==> src/rtl/remote_comm_mb.sv <==
// rtl/remote_comm_mb.sv - multi-byte UART command/response engine (optional checksum byte: CHKSUM_EN)
module remote_comm_mb #(
  parameter int CMD_BYTES   = 3,
  parameter int RESP_BYTES  = 2,
  parameter int TIMEOUT_CYC = 1000000
) (
  input  logic                    clk,
  input  logic                    rst,
  input  logic [8*CMD_BYTES-1:0]  cmd,
  input  logic                    snd_cmd,
  output logic                    busy,
  output logic                    cmd_snt,
  output logic                    trmt,
  output logic [7:0]              tx_data,
  input  logic                    tx_done,
  input  logic                    rx_rdy,
  input  logic [7:0]              rx_data,
  output logic                    clr_rx_rdy,
  output logic [8*RESP_BYTES-1:0] resp,
  output logic                    resp_rdy,
  output logic                    timeout
);

`ifdef CHKSUM_EN
  localparam int TX_BYTES = CMD_BYTES + 1;
`else
  localparam int TX_BYTES = CMD_BYTES;
`endif
  localparam int BCW = (TX_BYTES > 1) ? $clog2(TX_BYTES) : 1;
  localparam int RCW = (RESP_BYTES > 1) ? $clog2(RESP_BYTES) : 1;
  localparam int TW  = $clog2(TIMEOUT_CYC);
  localparam logic [BCW-1:0] BC_LAST = BCW'(TX_BYTES - 1);
  localparam logic [RCW-1:0] RC_LAST = RCW'(RESP_BYTES - 1);
  localparam logic [TW-1:0]  TM_LAST = TW'(TIMEOUT_CYC - 1);

  typedef enum logic [1:0] {IDLE, WAIT_TX, WAIT_RESP} state_t;

  state_t                  state, state_nxt;
  logic [8*TX_BYTES-1:0]   tx_sh, tx_sh_nxt, tx_ld, tx_shifted;
  logic [8*RESP_BYTES-1:0] rx_sh, rx_sh_nxt, rx_asm, resp_nxt;
  logic [BCW-1:0]          byte_cnt, byte_cnt_nxt;
  logic [RCW-1:0]          rcnt, rcnt_nxt;
  logic [TW-1:0]           timer, timer_nxt;
  logic [7:0]              tx_data_nxt;
  logic                    busy_nxt, cmd_snt_nxt, trmt_nxt, clr_nxt, resp_rdy_nxt, timeout_nxt;
  logic                    rx_acc;

  // Checksum byte rides at the LS end so it leaves after the command bytes.
  function automatic logic [8*TX_BYTES-1:0] tx_load(input logic [8*CMD_BYTES-1:0] c);
`ifdef CHKSUM_EN
    logic [7:0] s;
    s = '0;
    for (int i = 0; i < CMD_BYTES; i++) s = s + c[8*i +: 8];
    return {c, ~s};
`else
    return c;
`endif
  endfunction

  assign tx_ld      = tx_load(cmd);
  assign tx_shifted = tx_sh << 8;
  assign rx_asm     = (rx_sh << 8) | (8*RESP_BYTES)'(rx_data);
  // A held rx_rdy is only taken again once the clear pulse has gone out.
  assign rx_acc     = rx_rdy && !clr_rx_rdy;

  always_comb begin
    state_nxt    = state;
    tx_sh_nxt    = tx_sh;
    rx_sh_nxt    = rx_sh;
    byte_cnt_nxt = byte_cnt;
    rcnt_nxt     = rcnt;
    timer_nxt    = timer;
    tx_data_nxt  = tx_data;
    resp_nxt     = resp;
    cmd_snt_nxt  = cmd_snt;
    resp_rdy_nxt = resp_rdy;
    timeout_nxt  = timeout;
    trmt_nxt     = 1'b0;
    clr_nxt      = rx_acc;
    case (state)
      IDLE: begin
        if (snd_cmd) begin
          tx_sh_nxt    = tx_ld;
          tx_data_nxt  = tx_ld[8*TX_BYTES-1 -: 8];
          trmt_nxt     = 1'b1;
          cmd_snt_nxt  = 1'b0;
          resp_rdy_nxt = 1'b0;
          timeout_nxt  = 1'b0;
          byte_cnt_nxt = '0;
          state_nxt    = WAIT_TX;
        end
      end
      WAIT_TX: begin
        if (tx_done) begin
          if (byte_cnt != BC_LAST) begin
            tx_sh_nxt    = tx_shifted;
            tx_data_nxt  = tx_shifted[8*TX_BYTES-1 -: 8];
            trmt_nxt     = 1'b1;
            byte_cnt_nxt = byte_cnt + BCW'(1);
          end else begin
            cmd_snt_nxt = 1'b1;
            rcnt_nxt    = '0;
            timer_nxt   = '0;
            state_nxt   = WAIT_RESP;
          end
        end
      end
      WAIT_RESP: begin
        timer_nxt = timer + TW'(1);
        if (rx_acc) begin
          timer_nxt = '0;
          rx_sh_nxt = rx_asm;
          rcnt_nxt  = rcnt + RCW'(1);
          if (rcnt == RC_LAST) begin
            resp_nxt     = rx_asm;
            resp_rdy_nxt = 1'b1;
            state_nxt    = IDLE;
          end
        end else if (timer == TM_LAST) begin
          timeout_nxt = 1'b1;
          state_nxt   = IDLE;
        end
      end
      default: state_nxt = IDLE;
    endcase
    busy_nxt = (state_nxt != IDLE);
  end

  always_ff @(posedge clk) begin
    if (rst) begin
      state      <= IDLE;
      tx_sh      <= '0;
      rx_sh      <= '0;
      byte_cnt   <= '0;
      rcnt       <= '0;
      timer      <= '0;
      tx_data    <= '0;
      resp       <= '0;
      busy       <= 1'b0;
      cmd_snt    <= 1'b0;
      trmt       <= 1'b0;
      clr_rx_rdy <= 1'b0;
      resp_rdy   <= 1'b0;
      timeout    <= 1'b0;
    end else begin
      state      <= state_nxt;
      tx_sh      <= tx_sh_nxt;
      rx_sh      <= rx_sh_nxt;
      byte_cnt   <= byte_cnt_nxt;
      rcnt       <= rcnt_nxt;
      timer      <= timer_nxt;
      tx_data    <= tx_data_nxt;
      resp       <= resp_nxt;
      busy       <= busy_nxt;
      cmd_snt    <= cmd_snt_nxt;
      trmt       <= trmt_nxt;
      clr_rx_rdy <= clr_nxt;
      resp_rdy   <= resp_rdy_nxt;
      timeout    <= timeout_nxt;
    end
  end

endmodule

==> config.mk <==
export PLATFORM = sky130hd
export DESIGN_NAME = remote_comm_mb
export DESIGN_NICKNAME = d
export VERILOG_FILES = /design/src/rtl/remote_comm_mb.sv
export SDC_FILE = /design/constraint.sdc
export NUM_CORES = 1
export LEC_CHECK = 0
export BUFFER_PORTS_ARGS = -buffer_cell sky130_fd_sc_hd__buf_2
export CELL_PAD_IN_SITES_DETAIL_PLACEMENT = 1
export CELL_PAD_IN_SITES_GLOBAL_PLACEMENT = 2
export CORE_MARGIN = 10
export CORE_UTILIZATION = 34
export CTS_BUF_LIST = sky130_fd_sc_hd__clkbuf_4
export CTS_CLUSTER_DIAMETER = 50
export DETAILED_ROUTE_END_ITERATION = 6
export GPL_TIMING_DRIVEN = 0
export PLACE_DENSITY_LB_ADDON = 0.1
export REMOVE_ABC_BUFFERS = 1
export SYNTH_ARGS = -nofsm -noshare
export SYNTH_HDL_FRONTEND = slang
export SYNTH_SLANG_ARGS = --single-unit
==> constraint.sdc <==
create_clock -name clk -period 2 [get_ports clk]
set_clock_uncertainty 0.1 [all_clocks]
set_input_delay 0.4 -clock clk [delete_from_list [all_inputs] [get_ports clk]]
set_output_delay 0.4 -clock clk [all_outputs]
set_load 0.05 [all_outputs]
### After elaboration in Yosys (flattened, before gate mapping)

Index checks and enable logic that the tools add are counted.

| storage, ports and cells | value |
|---|---|
| flip-flop bits (word level) | 79 |
| input port bits | 37 |

| cells by class | value |
|---|---|
| equality and inequality tests | 12 |
| muxes and demuxes | 41 |
| reduce and logical (&&, ||, !) cells | 15 |
| add/subtract/negate cells | 3 |
| bitwise logic cells | 1 |

Operators with widths:

| kind | number |
|---|---|
| $mux 20 | 3 |
| $mux 16 | 3 |
| $pmux 20 s2 | 1 |
| $pmux 16 s2 | 1 |
| $mux 8 | 3 |
| $add 20x1->20 const B | 1 |
| $eq 20x20->1 const B | 1 |
| $reduce_and 4->1 | 5 |
| $mux 2 | 9 |
| $ne 2x2->1 const B | 9 |
| $or 16x8->16 | 1 |
| $pmux 8 s2 | 1 |
| $mux 1 | 13 |
| $pmux 1 s2 | 5 |
| $reduce_bool 2->1 | 4 |
| $pmux 2 s3 | 1 |
| $reduce_and 3->1 | 2 |
| $pmux 2 s2 | 1 |
| $add 2x1->2 const B | 1 |
| $eq 2x1->1 const B | 1 |
| $eq 2x2->1 const B | 1 |
| $logic_not 2->1 | 1 |
| $reduce_and 2->1 | 1 |
| $add 1x1->1 const B | 1 |
| other kinds (2) | 2 |

### Depth between registers and ports, before layout

| depth | value |
|---|---|
| word-level depth | 5 |
| depth in mapped cells | 8 |

### Worst setup path after synthesis

OpenSTA, ideal clock, no wires.

| path | value |
|---|---|
| path type | reg2reg |
| start point | register clr_rx_rdy |
| end point | register timer[17] |
| path slack | 0.049 ns |
| data arrival time | 1.788 ns |
| path buffers | 0 |
| stages on the path, launching flop included | 5 |
| library setup time | 0.063 ns |
| period minus slack after synthesis | 1.951 ns |
| cell sequence | dfxtp_1 > nor2b_1 > or3_1 > or4_1 > nand3_1 |

| between the ends | value |
|---|---|
| cells in the longest elaborated chain, start to end | 4 |

RTL lines:

| what | RTL line | text |
|---|---|---|
| from (decl) | 18 | `output logic clr_rx_rdy,` |
| from (signal assigned) | 157 | `clr_rx_rdy <= clr_nxt;` |
| $logic_not 1->1 | 64 | `assign rx_acc = rx_rdy && !clr_rx_rdy;` |
| $logic_and 1x1->1 | 64 |  |
| $mux 20 | 110 | `if (rx_acc) begin` |
| $pmux 20 s2 | 80 | `case (state)` |
| to (signal assigned) | 151 | `timer <= timer_nxt;` |
| to (decl) | 43 | `logic [TW-1:0] timer, timer_nxt;` |

Every way passes these cells.
A chain may end at the register's enable or synchronous reset.

==> impl_metrics.tcl <==
set metrics [dict create \
    rr_worst_depth 5 \
    post_dp_cell_area_mm2 0.003796 \
    synth_compound_area_share_pct 17.93 \
    final_layout_size_suffix_gt1_share_pct 23.96 \
    worstHoldPathCells 3 \
    routed_wl_um 9255 \
    timing.max_cap.violations 0 \
    cts_root_buf "sky130_fd_sc_hd__clkbuf_4" \
    irDropWorstVdd_v 0.0003305 \
    powerDensity_mw_per_mm2 722.0 \
    drc 0 \
    synth_fa_ha_area_share_pct 0.7318 \
    synthesized_area_fraction_occupied_by_xor_and_xnor_cells_pct 2.049 \
    syn2layout_area_growth_pct 18.44 \
    hold_class "in -> reg" \
    synth_enable_flop_cells 0 \
    number_of_h_tree_levels 3 \
    grt_antenna_before_repair 0 \
    gr-total-overflow 0 \
    required_time_at_the_worst_slack_endpoint_ns 2.28 \
    end_kind "flip-flop" \
    cts_num_sinks 79 \
    finalCritPeriodShare_pct 95.11 \
    hold-path-endpoint "tx_sh[3]" \
    setup_repair_after_global_routing_missed_its_margin "no" \
    cts_buffers 9 \
    post_synth_and_or_nand_nor_area_fraction_pct 23.93 \
    worstHoldStart "cmd[3]" \
    worst_margin_slew_ns 1.232 \
    chipHeight_um 120.3 \
    total_power_mw 2.924 \
    routed_antenna_nets 0 \
    detailed_place_hpwl_um 6343 \
    timing.rr.end "timer[18]" \
    cts.hold.buffers_added 0 \
    status "completed" \
    regArea_mm2 0.001587 \
    n_antenna_cell 0 \
    worst_setup_hold_path_clk_slew_ns 0.14 \
    initial_core_util_pct 34.98 \
    synth_top_family_by_area "simple AND/OR/NAND/NOR gates" \
    clk_latency_ns 0.43 \
    synth.ff_latch_count 79 \
    routed_wire_length_per_instance_um 15.74 \
    die_width_um 120.3 \
    maxClockFrequency_mhz 525.7 \
    worstSetupStartpointType "primary input" \
    worst-r2r-setup-slack_ns 0.13 \
    timing.setup.critical_path_class "in -> reg" \
    synth_async_sr_flop_share_pct 0 \
    timing.rr.start "timer[0]" \
    post_synthesis_instance_total 392 \
    design.final.nets 490 \
    synth_top_flop_cell "sky130_fd_sc_hd__dfxtp_1" \
    drt_pass1_iterations 4 \
    cts_tree "yes" \
    floorplan.core_area_mm2 0.009774 \
    critPathMaxFanout 65 \
    cell_area_after_layout_mm2 0.004050 \
    worst-endpoint-arrival_ns 2.18 \
    yosys_warnings 0 \
    grt_pass1_wl_um 15460 \
    portBuffers 66 \
    timing.final.max_slew_violations 0 \
    timing.max_slew.rel_slack_pct 17.87 \
    timing.final.hold_violations 0 \
    fillerInstances 1197 \
    drt-initial-drc-count 102 \
    synth_area_mm2 0.003420 \
    number_of_global_route_vias_before_repair 3023 \
    proportion_of_synthesized_area_in_mux_cells_pct 5.269 \
    cellLeakagePower_nw 1.579 \
    synth_seq_area_share_pct 46.25 \
    cts_max_path_buffers 2 \
    dr_total_vias 2995 \
    place_congestion 0.7571 \
    dr_vias_cell 5.094 \
    multi_input_area_mm2 0.001768 \
    io_pins 67 \
    avgSynthCellArea_um2 8.723 \
    design.die.area_mm2 0.01447 \
    row_count 36 \
    post_synth_num_cell_types 57 \
    grt_max_degree 66 \
    grt_util_all_layers_pct 12.94 \
    final.min_clock_period_ns 1.902 \
    setup_viol 0 \
]
## cell usage after synthesis (6+ instances only)
| cell type | count | area share [%] |
|---|---|---|
| sky130_fd_sc_hd__dfxtp_1 | 79 | 46 |
| sky130_fd_sc_hd__nand4_1 | 7 | 1.3 |
| sky130_fd_sc_hd__a211oi_1 | 19 | 4.2 |
| sky130_fd_sc_hd__buf_2 | 9 | 1.3 |
| sky130_fd_sc_hd__clkbuf_1 | 12 | 1.3 |
| sky130_fd_sc_hd__nand2_1 | 61 | 6.7 |
| sky130_fd_sc_hd__o21ai_0 | 6 | 0.88 |
| sky130_fd_sc_hd__mux2i_1 | 18 | 5.3 |
| sky130_fd_sc_hd__nor2_1 | 46 | 5.0 |
| sky130_fd_sc_hd__a21oi_1 | 35 | 5.1 |
| sky130_fd_sc_hd__nand3_1 | 8 | 1.2 |
| sky130_fd_sc_hd__a22oi_1 | 8 | 1.8 |
| sky130_fd_sc_hd__nor3_1 | 8 | 1.2 |
| sky130_fd_sc_hd__nand2b_1 | 8 | 1.5 |
## registers in the layout, indices dropped and copies added, names as in the netlist
name / cells
timeout: 1
rcnt: 1
tx_data: 8
timer: 20
trmt: 1
rx_sh: 8
clr_rx_rdy: 1
resp: 16
cmd_snt: 1
byte_cnt: 2
busy: 1
resp_rdy: 1
tx_sh: 16
state: 2
## worst max-delay path, cell delays in order
cell and delay (ns):
sky130_fd_sc_hd__buf_2 0.48, sky130_fd_sc_hd__or3_1 0.63, sky130_fd_sc_hd__or4_1 0.55, sky130_fd_sc_hd__nand3_1 0.10
## power by group
group / internal, mW / switching [mW]
clock network: 0.369 / 0.560
registers: 1.62 / 0.0287
logic: 0.125 / 0.220
total: 2.12 / 0.809
## worst max path at each step
stage	start	endpoint	depth (start not counted)
3_3_place_gp	rst	timer[12]	4
5_1_grt	timer[1]	timer[18]	5
6_report	rst	timer[17]	4
2_1_floorplan	byte_cnt[0]	tx_data[0]	6
4_1_cts	state[1]	timer[17]	4
3_5_place_dp	rst	timer[12]	4
## placed cells by master, fill, tap and decap left out, types with 6 or more instances in the layout
master and count:
sky130_fd_sc_hd__a22oi_1 8, sky130_fd_sc_hd__clkbuf_4 9, sky130_fd_sc_hd__a211oi_1 19, sky130_fd_sc_hd__a21oi_1 35, sky130_fd_sc_hd__mux2i_1 18, sky130_fd_sc_hd__nand2b_1 6
sky130_fd_sc_hd__nand4_1 7, sky130_fd_sc_hd__nor3_1 8, sky130_fd_sc_hd__dfxtp_1 77, sky130_fd_sc_hd__nand2_1 60, sky130_fd_sc_hd__o21ai_0 6, sky130_fd_sc_hd__buf_2 66
sky130_fd_sc_hd__nor2_1 46, sky130_fd_sc_hd__nand3_1 8
## stage by stage
step / std cells / setup slack (ns) / util [%] / hold slack [ns] / TNS [ns]
4_1_cts: 586 / 0.02052 / 41.10 / 0.07120 / 0
3_5_place_dp: 566 / -0.6162 / 38.84 / 0.3452 / -18.93
5_1_grt: 588 / 0.003439 / 41.44 / 0.08514 / 0
3_3_place_gp: 566 / -0.6079 / 38.84 / 0.3375 / -16.54
6_report: 588 / 0.09778 / 41.44 / 0.09225 / 0
2_1_floorplan: 367 / -0.04918 / - / 0.3260 / -0.8012
## cells by family (layout without fill, tap and decap cells)
group,Yosys count,after routing
AND/OR/NAND/NOR,167,167
AO/OA/AOI/OAI,90,91
flip-flops,79,79
buffers and inverters,28,90
multiplexers,18,18
XOR/XNOR,8,8
adder cells (fa/ha/maj),2,2
## layout make-up
type                    instances  share of cell area [%]
repair buffers                 72                   9.577
flip-flops and latches         79                   39.17
clock buffers                   9                   1.668
inverters                       3                  0.2780
well taps                     133                   4.109
clock inverters                 6                   1.545
multi-input cells             286                   43.65
## repair_timing
item | in CTS | in global routing
buffers inserted | 4 | 2
hold endpoints to repair | 0 | 0
pin swaps | 3 | 0
gates cloned | 1 | 0
gates resized for setup | 12 | 4
endpoints found under the setup margin | 53 | 33
## metal layers
metal / track usage, % / vias up / routed length (um)
met3: 3.862 / 9 / 402
li1: - / 1515 / -
met4: 3.620 / 0 / 89
met5: 0 / - / 0
met1: 15.95 / 1430 / 4393
met2: 21.42 / 41 / 4369
No activity file was read; power rests on OpenSTA's default activity.
